$ cat config.mk
export PLATFORM = sky130hd
export DESIGN_NAME = jmp_dispatch
export DESIGN_NICKNAME = d
export VERILOG_FILES = /design/src/rtl/jmp_dispatch.sv
export SDC_FILE = /design/constraint.sdc
export NUM_CORES = 1
export LEC_CHECK = 0
export CORE_MARGIN = 1
export CORE_UTILIZATION = 45
export DETAILED_ROUTE_END_ITERATION = 12
export PLACE_DENSITY = 0.68
export SLEW_MARGIN = 10
export SYNTH_ARGS = -nofsm -noshare
export SYNTH_HDL_FRONTEND = slang
export SYNTH_SLANG_ARGS = --single-unit
$ cat constraint.sdc
create_clock -name clk_i_jds -period 4.25 [get_ports clk_i_jds]
set_input_delay 0.85 -clock clk_i_jds [delete_from_list [all_inputs] [get_ports clk_i_jds]]
set_output_delay 0.85 -clock clk_i_jds [all_outputs]
set_load 0.01 [all_outputs]
$ cat src/rtl/jmp_dispatch.sv
// +--------------------------------------------------------------------------+
// | Module      : jmp_dispatch                                               |
// | Description : Jump-result dispatcher. Round-robin arbitration between    |
// |               two Jump-stage requesters. Local jumps become a one-cycle  |
// |               PC load pulse. Remote/memory-write packets are queued in a |
// |               FIFO and drained over a req/ack link.                      |
// | Options     : define JDS_GATE_EN to enable the gate (drain barrier)      |
// |               instruction.                                               |
// | Revision    : 1.0 - initial release                                      |
// +--------------------------------------------------------------------------+
`default_nettype none

module jmp_dispatch #(
   parameter int DEPTH = 4
) (
   input  logic        clk_i_jds,
   input  logic        rst_i_jds,
   input  logic        vld0_i_jds,
   input  logic        vld1_i_jds,
   input  logic [23:0] req0_i_jds,
   input  logic [23:0] req1_i_jds,
   output logic        rdy0_o_jds,
   output logic        rdy1_o_jds,
   output logic        pkt_req_o_jds,
   input  logic        pkt_ack_i_jds,
   output logic [21:0] pkt_o_jds,
   output logic        pc_ld_o_jds,
   output logic [16:0] pc_dst_o_jds,
   output logic        gate_done_o_jds,
   output logic        busy_o_jds
);

   localparam int            AW     = (DEPTH > 1) ? $clog2(DEPTH) : 1;
   localparam int            CW     = AW + 1;
   localparam logic [CW-1:0] C_FULL = CW'(DEPTH);

   // FIFO storage and bookkeeping
   logic [21:0]   fifo_q [DEPTH];
   logic [AW-1:0] wr_q, wr_d;
   logic [AW-1:0] rd_q, rd_d;
   logic [CW-1:0] cnt_q, cnt_d;
   logic          prio_q, prio_d;
   logic          pc_ld_q, pc_ld_d;
   logic [16:0]   pc_dst_q, pc_dst_d;

   // Request classification
   logic w_gate0, w_gate1;
   logic w_rem0, w_rem1;
   logic w_loc0, w_loc1;
   logic w_run;
   logic w_full, w_nempty;
   logic w_elig0, w_elig1;
   logic w_gnt0, w_gnt1;
   logic w_push, w_pop;
   logic w_gnt_gate;
   logic [21:0] w_push_pkt;

`ifdef JDS_GATE_EN
   typedef enum logic [0:0] {
      ST_RUN  = 1'b0,
      ST_GATE = 1'b1
   } state_t;

   state_t state_q;
   logic   gate_done_q;

   assign w_gate0 = req0_i_jds[23];
   assign w_gate1 = req1_i_jds[23];
   assign w_run   = (state_q == ST_RUN);

   // Barrier FSM: hold off all grants until the FIFO has fully drained
   always_ff @(posedge clk_i_jds) begin
      if (rst_i_jds) begin
         state_q     <= ST_RUN;
         gate_done_q <= 1'b0;
      end else begin
         gate_done_q <= 1'b0;
         case (state_q)
            ST_RUN: begin
               if (w_gnt_gate) state_q <= ST_GATE;
            end
            ST_GATE: begin
               if (!w_nempty) begin
                  state_q     <= ST_RUN;
                  gate_done_q <= 1'b1;
               end
            end
            default: state_q <= ST_RUN;
         endcase
      end
   end

   assign gate_done_o_jds = gate_done_q;
`else
   // Gate bit is ignored; class comes from pe_out / f_mem_w only
   logic w_unused_gate;
   assign w_unused_gate   = req0_i_jds[23] ^ req1_i_jds[23];
   assign w_gate0         = 1'b0;
   assign w_gate1         = 1'b0;
   assign w_run           = 1'b1;
   assign gate_done_o_jds = 1'b0;
`endif

   assign w_rem0 = ~w_gate0 & (req0_i_jds[22] | req0_i_jds[21]);
   assign w_rem1 = ~w_gate1 & (req1_i_jds[22] | req1_i_jds[21]);
   assign w_loc0 = ~w_gate0 & ~w_rem0;
   assign w_loc1 = ~w_gate1 & ~w_rem1;

   // Fullness uses the start-of-cycle count so the link ack never reaches rdy
   assign w_full   = (cnt_q == C_FULL);
   assign w_nempty = (cnt_q != '0);

   assign w_elig0 = vld0_i_jds & ~rst_i_jds & w_run & ~(w_rem0 & w_full);
   assign w_elig1 = vld1_i_jds & ~rst_i_jds & w_run & ~(w_rem1 & w_full);

   // prio names the requester that wins a tie
   assign w_gnt0 = w_elig0 & (~w_elig1 | ~prio_q);
   assign w_gnt1 = w_elig1 & (~w_elig0 |  prio_q);

   assign rdy0_o_jds = w_gnt0;
   assign rdy1_o_jds = w_gnt1;

   assign w_push     = (w_gnt0 & w_rem0) | (w_gnt1 & w_rem1);
   assign w_pop      = w_nempty & pkt_ack_i_jds;
   assign w_gnt_gate = (w_gnt0 & w_gate0) | (w_gnt1 & w_gate1);
   assign w_push_pkt = w_gnt1 ? {req1_i_jds[22], req1_i_jds[20:0]}
                              : {req0_i_jds[22], req0_i_jds[20:0]};

   // Next-state for pointers, occupancy, arbitration priority and PC load
   always_comb begin
      wr_d     = wr_q;
      rd_d     = rd_q;
      cnt_d    = cnt_q;
      prio_d   = prio_q;
      pc_ld_d  = 1'b0;
      pc_dst_d = pc_dst_q;
      if (w_push) wr_d = wr_q + AW'(1);
      if (w_pop)  rd_d = rd_q + AW'(1);
      case ({w_push, w_pop})
         2'b10:   cnt_d = cnt_q + CW'(1);
         2'b01:   cnt_d = cnt_q - CW'(1);
         default: cnt_d = cnt_q;
      endcase
      if (w_gnt0 | w_gnt1) prio_d = w_gnt0;
      if (w_gnt0 & w_loc0) begin
         pc_ld_d  = 1'b1;
         pc_dst_d = req0_i_jds[16:0];
      end else if (w_gnt1 & w_loc1) begin
         pc_ld_d  = 1'b1;
         pc_dst_d = req1_i_jds[16:0];
      end
   end

   // Control registers; reset flushes the FIFO and drops any pending packet
   always_ff @(posedge clk_i_jds) begin
      if (rst_i_jds) begin
         wr_q     <= '0;
         rd_q     <= '0;
         cnt_q    <= '0;
         prio_q   <= 1'b0;
         pc_ld_q  <= 1'b0;
         pc_dst_q <= '0;
      end else begin
         wr_q     <= wr_d;
         rd_q     <= rd_d;
         cnt_q    <= cnt_d;
         prio_q   <= prio_d;
         pc_ld_q  <= pc_ld_d;
         pc_dst_q <= pc_dst_d;
      end
   end

   // FIFO payload storage; contents are don't-care while the slot is empty
   always_ff @(posedge clk_i_jds) begin
      if (w_push) fifo_q[wr_q] <= w_push_pkt;
   end

   assign pkt_req_o_jds = w_nempty;
   assign busy_o_jds    = w_nempty;
   assign pkt_o_jds     = w_nempty ? fifo_q[rd_q] : '0;
   assign pc_ld_o_jds   = pc_ld_q;
   assign pc_dst_o_jds  = pc_dst_q;

endmodule

`default_nettype wire

* Word-level counts from Yosys, hierarchy flattened
Memories as Yosys holds them, arrays and structs flattened. A register that Yosys moved wholly into a read port is not among the register bits.
Cells that the tools add are included.
** Word-level totals
- Flip-flop bits (word level) :: 26
- Memory bits (writable) :: 88
- Output and inout port bits :: 45
- Logic and storage cells :: 55
- Memories :: 1
** Cells by class
- Add/sub/neg operators :: 4
- Equal/unequal tests :: 3
- Multiplexer cells :: 11
- Bitwise operators :: 27
- Reduce and logical (&&, ||, !) cells :: 3
** Memories
- fifo_q :: depth 4, bits a word 22, rd ports 1, clocked after Yosys merged registers in 1, write ports 1, line 38 : logic [21:0] fifo_q [DEPTH];
** Operators with widths (number)
- $mux 22 :: 2
- $mux 17 :: 2
- $and 1x1->1 :: 13
- $not 1->1 :: 8
- $or 1x1->1 :: 6
- $pmux 3 s2 :: 1
- $add 2x1->2 const B :: 2
- $mux 1 :: 4
- $mux 2 :: 2
- $reduce_bool 2->1 :: 2
- $add 3x1->3 const B :: 1
- $eq 3x3->1 const B :: 1
- $reduce_bool 3->1 :: 1
- $sub 3x1->3 const B :: 1
- $eq 2x1->1 const B :: 1
- $eq 2x2->1 const B :: 1

* Longest topological paths before layout
Gate-level depths: netlist of the first run.
- Depth in word-level cells :: 11
- Mapped depth :: 11
- Mapped depth without buffers :: 10

* Least setup slack after synthesis of the first run
Ideal clock, no wire load.
- Path kind :: in2reg
- From :: in rst_i_jds
- To :: reg cnt_q[2]
- Setup time :: 0.071 ns
- Arrival :: 2.897 ns
- Setup slack :: 1.282 ns
- Cell stages on the path :: 11
- Cells stage by stage :: buf_2 nand2b_1 or3b_2 a21oi_2 inv_1 ha_1 inv_1 fa_1 xor2_1 or3_1 a21oi_1
** Between the ends
- Cells in the longest elaborated chain, start to end :: 10
- Elaborated cells between the ends (all ways) :: 18
- Those cells by class :: eq/ne: 2; mux: 1; bitwise: 14; reduce/logical: 1
** RTL lines
- start: declaration :: line 17 : input logic rst_i_jds,
- $not 1->1 :: line 113, 114
- $and 1x1->1, on equally long branches (2 in a row) :: line 114, 113
- $not 1->1, on equally long branches :: line 117, 118
- $or 1x1->1, on equally long branches :: line 117, 118
- $and 1x1->1, on equally long branches :: line 117, 118
- $and 1x1->1 :: line 123 : assign w_push = (w_gnt0 & w_rem0) | (w_gnt1 & w_rem1);
- $or 1x1->1 :: line 123
- $eq 2x1->1 or $eq 2x2->1 (tied branches) :: line 139 : case ({w_push, w_pop})
- $pmux 3 s2 or $reduce_bool 2->1 (tied branches)
- end signal: assignment :: line 166 : cnt_q <= cnt_d;
- end: declaration :: line 41 : logic [CW-1:0] cnt_q, cnt_d;
Parallel ways exist; a longest one is shown, timed or not.
A chain may end at the register's enable or synchronous reset.

==> key figures, run 1 <==
Global routing
  – Initial antenna violation count: 0
  – M1 GR Usage: 23.9%
  – Busiest grt layer: met2
  – Grt total ovfl: 0
  – Met2 Usage GRT: 34.1%
  – Met3 Use GR: 4.36%
  – Gr usage total: 19.6%
  – Vias in the first global route: 3116
  – Pin count of the biggest net entering global routing: 30
  – First-pass GRT wire length: between 15 and 20 mm

Route
  – TritonRoute pass-1 iters: 4
  – Via count: 3123
  – Drt via density: 5.29
  – # DRC: 0
  – Routed wire length: 10.6 mm
  – First DRT Iteration DRCs: 127
  – ANT nets after route: 0
  – Routed len/inst: 18.0 µm

Clock tree
  – Clock slew at reported path FFs: roughly 0.050 ns
  – CTS buffer count: 17
  – Clock Sinks: 116
  – CTS resizes: 0
  – CTS H-Tree Depth: 4
  – CTS tree: built
  – Root buffer cell: clkbuf_8
  – Total setup buffers inserted after CTS: 0
  – Clock Latency Late Sink: 0.50 ns
  – Cts hold-fix bufs: 0
  – Clock Tree Buf Depth: 2

Layout
  – Cell area after layout: 6780 µm²
  – Nets: just under 500
  – Most frequent cells in the layout: clkdlybuf4s50_1, edfxtp_1, nand2_1
  – Area delta synth->final: 34.3%
  – Filler instances: 816
  – Final std cells w/o fill: 590
  – Diodes inserted: 0
  – Fraction of layout cells with a size suffix above 1: a little under a quarter
  – Most common cell after layout, fill and taps aside: clkdlybuf4s50_1

Timing
  – Slew @ Worst Pin: 0.864 ns
  – Minimum clock period: 3.48 ns
  – Max-slew violation count: 0
  – Setup tns final: 0 ns
  – Clk_skew: 0.00954 ns
  – Final setup violation count: 0
  – RSZ-0062 raised after global routing: no
  – Max-Slew Margin vs Limit: 42.4%
  – FMAX: 287 MHz
  – Fin crit share: 81.9%
  – Final Hold Fails: 0

Pwr
  – Leak pwr: 0.00227 µW
  – Maximum vdd drop: 0.271 mV
  – PD cells: 568 nW/µm²

Placed design
  – DP Area: about 6000 µm²
  – IO buf count: 94
  – Final Wtd Congestion: 0.678
  – Post-Place Cells: 558
  – Final HPWL DP: 7.05 mm

Yosys
  – Synthesized flop and latch total: 116
  – Post-Syn Area: 5050 µm²
  – Yosys Warn Count: 0
  – EDFF count, synth: 88
  – FFs w/ async S/R, synth: 0%
  – Post-Syn Instances: 333
  – Main synth FF type: edfxtp_1
  – Syn_area_per_cell: 15.2 µm²
  – Seq/Total Area, Yosys: 63.5%
  – Yosys cell types: 33
  – Post-Syn Nets: 392

Die
  – Top Ports: 98
  – Die ar.: 11600 µm²
  – Initial core utilization: between 40% and 50%
  – Cell Rows: 38
  – Core area: 10900 µm²
  – Die W: 108 µm
  – Die height: 108 µm

Critical path
  – Data arrival time of the worst path: 2.63 ns
  – Reg2Reg Setup Slack: between 1.5 and 2 ns
  – Slowest cell on crit path: dfxtp_2
  – Worst reg2reg path depth: 8
  – Setup CP Type: register to output pin
  – Crit path launch type: register
  – Max incr delay on CP: around 0.85 ns
  – Crit path max-delay family: flip-flops
  – Crit path required time: between 3 and 4 ns
  – Critical path capture point type: output pin
  – R2r startpoint: cnt_q[0]
  – Critical path buffer and inverter count: 1
  – R2R Path End: cnt_q[2]
  – Worst-path maximum fanout: 22
  – CP cell instances: mux4_2 -> and2_1 -> clkdlybuf4s50_1

Flow run
  – Max-cap violations: 0

Min path
  – Hold_sp: cnt_q[2]
  – Hold Crit Endpoint: cnt_q[2]
  – Hold path cells: 2
  – HP Class: register to register

Run status
  – Status: completed
## power by group
part / total (µW) / internal [µW] / switching, µW
combinational: 993 / 579 / 413
clock: 1440 / 977 / 465
sequential: 1420 / 1320 / 100
## synthesized netlist by cell type (2+ instances only)
master | n | area (µm²)
edfxtp_1 | 88 | 2640
nand2_1 | 40 | 150
and2_1 | 28 | 175
dfxtp_1 | 28 | 561
nor2_1 | 26 | 97.6
mux2_2 | 22 | 248
mux4_2 | 22 | 495
a311oi_2 | 17 | 255
buf_2 | 8 | 40.0
clkbuf_1 | 8 | 30.0
inv_1 | 7 | 26.3
ha_1 | 5 | 62.6
a21oi_1 | 3 | 15.0
buf_4 | 3 | 22.5
xor2_1 | 3 | 26.3
a21oi_2 | 2 | 17.5
nand2b_1 | 2 | 12.5
nand3_1 | 2 | 10.0
nor2b_1 | 2 | 12.5
or2_2 | 2 | 12.5
or3_1 | 2 | 12.5
xnor2_1 | 2 | 17.5
## metal layers
layer / vias up / wire length (µm)
li1: 1453 / -
met1: 1570 / 4570
met3: 10 / 397
met5: - / 0
met4: 0 / 108
met2: 90 / 5550
## worst register-to-register path, cell delays in order (launching register included)
cell     delay [ns]
dfxtp_1        0.42
or3_1          0.68
and2_1         0.30
ha_1           0.22
inv_1          0.06
fa_1           0.37
xor2_1         0.16
or3_1          0.30
a21oi_1        0.14
## per-stage QoR
| step | hold slack, ns | setup WS, ns | power (µW) | utilization (%) |
|---|---|---|---|---|
| 6_report | 0.502 | 0.770 | 3850 | 62.2 |
| 5_1_grt | 0.527 | 0.587 | 4020 | 62.2 |
| 4_1_cts | 0.504 | 0.673 | 3900 | 62.2 |
| 3_5_place_dp | 0.496 | 0.775 | 2460 | 56.7 |
| 3_3_place_gp | 0.482 | 0.815 | 2440 | 56.7 |
| 2_1_floorplan | 0.467 | 1.28 | 1980 | - |
## cells by family after synthesis
logic type                 count (synthesis)  share of synthesized area (%)
DFF                                      116                           63.5
and+or+nand+nor                          109                           10.5
muxes                                     45                           14.9
buffers and inverters                     27                           2.58
AOI/OAI and AO/OA                         24                           5.95
adders and majority gates                  6                           1.64
xor gates and xnor gates                   5                          0.868
other                                      1                         0.0743
## sequential cells by signal, summed over array words and instances (netlist names), named ones only
name,count
pc_dst_o_jds,17
cnt_q,3
rd_q,2
fifo_q,88
prio_q,1
pc_ld_o_jds,1
wr_q,2
## worst max path at each step
stage | depth (start not counted) | slack (ns) | endpoint
3_5_place_dp | 11 | 0.78 | cnt_q[2]
4_1_cts | 3 | 0.67 | pkt_o_jds[4]
3_3_place_gp | 11 | 0.81 | cnt_q[2]
2_1_floorplan | 11 | 1.28 | cnt_q[2]
6_report | 3 | 0.77 | pkt_o_jds[4]
5_1_grt | 3 | 0.59 | pkt_o_jds[8]
## cell type report
cell class	instances	area, µm²	share of cell area, %
clock buffer	22	453	6.68
clock inverter	10	155	2.29
inverter	7	26.3	0.388
multi-input combinational	190	1710	25.3
sequential	116	3200	47.3
tap	140	175	2.58
timing repair buffer	105	1050	15.5
No activity file was read; power rests on OpenSTA's default activity.
==> run 2, diff against run 1 <==
- clock period: 4.25 -> 3.6 ns (I/O delays scaled with it)
==> run 2 against run 1 <==
Via count is 0.99% higher; clock skew fell by 0.0019 ns; non-clock buffer count increased by 7; die area is the same; utilization increased by 0.87 points; highest routed layer unchanged; sequential cell count did not move.
==> key figures, run 2 (synthesis gave the netlist of run 1 again) <==
Route
  – First DRT Iteration DRCs: 140 (was 127)
  – Via count: 3154 (was 3123)
  – TritonRoute pass-1 iters: 4 (unchanged)
  – ANT nets after route: 0 (unchanged)
  – Routed len/inst: 18.0 µm (about the same)
  – Drt via density: 5.28 (was 5.29)
  – # DRC: 0 (unchanged)
  – Routed wire length: 10.8 mm (was 10.6 mm)

Critical path
  – Worst reg2reg path depth: 9 (was 8)
  – Reg2Reg Setup Slack: 0.92 ns (was 1.52 ns)
  – CP cell instances: buf_4 -> mux4_2 -> and2_1 -> clkdlybuf4s50_1 (was mux4_2 -> and2_1 -> clkdlybuf4s50_1)
  – Data arrival time of the worst path: 2.50 ns (was 2.63 ns)
  – Critical path capture point type: output pin (unchanged)
  – Crit path required time: 2.88 ns (was 3.40 ns)
  – R2R Path End: cnt_q[2] (unchanged)
  – Setup CP Type: register to output pin (unchanged)
  – Crit path launch type: register (unchanged)
  – Worst-path maximum fanout: 22 (unchanged)
  – Slowest cell on crit path: mux4_2 (was dfxtp_2)
  – Max incr delay on CP: 0.57 ns (was 0.85 ns)
  – R2r startpoint: cnt_q[0] (unchanged)

Timing
  – Worst hold slack: 0.500 ns (was 0.502 ns)
  – Max-slew violation count: 0 (unchanged)
  – Fin crit share: roughly nine tenths
  – Minimum clock period: approximately 3.2 ns
  – FMAX: between 300 and 400 MHz
  – Clk_skew: 0.00764 ns (was 0.00954 ns)
  – Setup tns final: 0 ns (unchanged)
  – Final setup violation count: 0 (unchanged)
  – RSZ-0062 raised after global routing: no (unchanged)
  – Max-Slew Margin vs Limit: 43.4% (was 42.4%)
  – Final Hold Fails: 0 (unchanged)
  – Slew @ Worst Pin: 0.849 ns (was 0.864 ns)

Die
  – Top Ports: 98 (unchanged)
  – Die W: 108 µm (unchanged)
  – Cell Rows: 38 (unchanged)
  – Initial core utilization: 46.4% (unchanged)
  – Core area: 10900 µm² (unchanged)
  – Die ar.: 11600 µm² (unchanged)
  – Die height: 108 µm (unchanged)

Flow run
  – Max-cap violations: 0 (unchanged)

Global routing
  – Grt total ovfl: 0 (unchanged)
  – Pin count of the biggest net entering global routing: 30 (unchanged)
  – Initial antenna violation count: 0 (unchanged)
  – Vias in the first global route: 3189 (was 3116)
  – First-pass GRT wire length: 17.1 mm (was 16.4 mm)
  – Gr usage total: 20.5% (was 19.6%)

Clock tree
  – Clock slew at reported path FFs: 0.06 ns (was 0.05 ns)
  – Clock Sinks: 116 (unchanged)
  – CTS buffer count: 17 (unchanged)
  – Cts hold-fix bufs: 0 (unchanged)
  – Clock Latency Late Sink: 0.51 ns (was 0.50 ns)
  – CTS resizes: 0 (unchanged)
  – Root buffer cell: clkbuf_8 (unchanged)
  – CTS tree: built (unchanged)
  – Clock Tree Buf Depth: 2 (unchanged)
  – Total setup buffers inserted after CTS: 0 (unchanged)
  – CTS H-Tree Depth: 4 (unchanged)

Min path
  – Hold_sp: pc_dst_o_jds[7] (was cnt_q[2])
  – HP Class: register to register (unchanged)
  – Hold path cells: 2 (unchanged)
  – Hold Crit Endpoint: pc_dst_o_jds[7] (was cnt_q[2])

Placed design
  – IO buf count: 94 (unchanged)
  – DP Area: 6200 µm² (was 6170 µm²)
  – Final HPWL DP: 7.02 mm (was 7.05 mm)
  – Final Wtd Congestion: 0.694 (was 0.678)

Layout
  – Area delta synth->final: 36.1% (was 34.3%)
  – Biggest register: fifo_q (unchanged)
  – Seq. cell area: 3200 µm² (unchanged)
  – Most common cell after layout, fill and taps aside: clkdlybuf4s50_1 (unchanged)
  – Multi-input gate area: 1710 µm² (unchanged)
  – Fraction of layout cells with a size suffix above 1: 25.4% (was 23.6%)
  – Cell area after layout: 6870 µm² (was 6780 µm²)
  – Max reg flops: 88 (unchanged)
  – Nets: 503 (was 496)
  – Most frequent cells in the layout: clkdlybuf4s50_1, edfxtp_1, nand2_1 (unchanged)
  – Diodes inserted: 0 (unchanged)
  – Final Core Density: 63.1% (was 62.2%)
  – Filler instances: 826 (was 816)

Pwr
  – Maximum vdd drop: 0.298 mV (was 0.271 mV)
  – PD cells: 697 nW/µm² (was 568 nW/µm²)
  – Leak pwr: 0.00234 µW (was 0.00227 µW)
  – Total power: 4790 µW (was 3850 µW)

Run status
  – Status: completed (unchanged)
## run 2: cell count changes in the layout (fill, tap and decap cells not counted), moves of 2 or more
cell	before	now
buf_4	9	18
bufinv_16	4	7
clkinv_4	0	3
buf_12	2	0
clkbuf_1	3	1
clkbuf_8	3	1
clkinvlp_4	3	1
## run 2: through the flow
step	worst slack, ns	std cells
after floorplan	0.762	333
after global placement	0.429	565
after detailed placement	0.410	565
after CTS	0.324	597
after global routing	0.248	597
final	0.382	597
## run 2: worst max-delay path by stage
stage / startpoint / to / slack, ns
2_1_floorplan: rst_i_jds / cnt_q[2] / 0.76
3_5_place_dp: rst_i_jds / fifo_q[2][9] / 0.41
6_report: register / pkt_o_jds[5] / 0.38
4_1_cts: register / pkt_o_jds[5] / 0.32
3_3_place_gp: rst_i_jds / fifo_q[2][9] / 0.43
5_1_grt: register / pkt_o_jds[5] / 0.25
## run 2: final cells by class
| class | count | area share (%) |
|---|---|---|
| well taps | 140 | 2.55 |
| inverters | 7 | 0.382 |
| clock buffers | 18 | 6.08 |
| clock inverters | 14 | 3.75 |
| multi-input cells | 190 | 24.9 |
| flip-flops and latches | 116 | 46.6 |
| repair buffers | 112 | 15.7 |
## run 2: report_power, final
group	switching (µW)	internal (µW)
registers	45.0	1550
clock network	575	1330
logic	580	707
## run 2: per-layer routing
| metal | part of all wire, % | routed length (µm) | track usage, % | up-vias |
|---|---|---|---|---|
| li1 | - | - | - | 1464 |
| met1 | 43 | 4600 | 25.8 | 1585 |
| met2 | 51 | 5520 | 34.6 | 96 |
| met3 | 4.8 | 513 | 5.45 | 9 |
| met4 | 1.1 | 121 | 6.75 | 0 |
| met5 | 0 | 0 | 0 | - |
## run 2: worst max-delay path: cells and delay by family (launching register included)
| family | cells | cell delay (ns) |
|---|---|---|
| AND/OR/NAND/NOR | 1 | 0.19 |
| flip-flops | 1 | 0.31 |
| buffers and inverters | 2 | 0.89 |
| multiplexers | 1 | 0.57 |
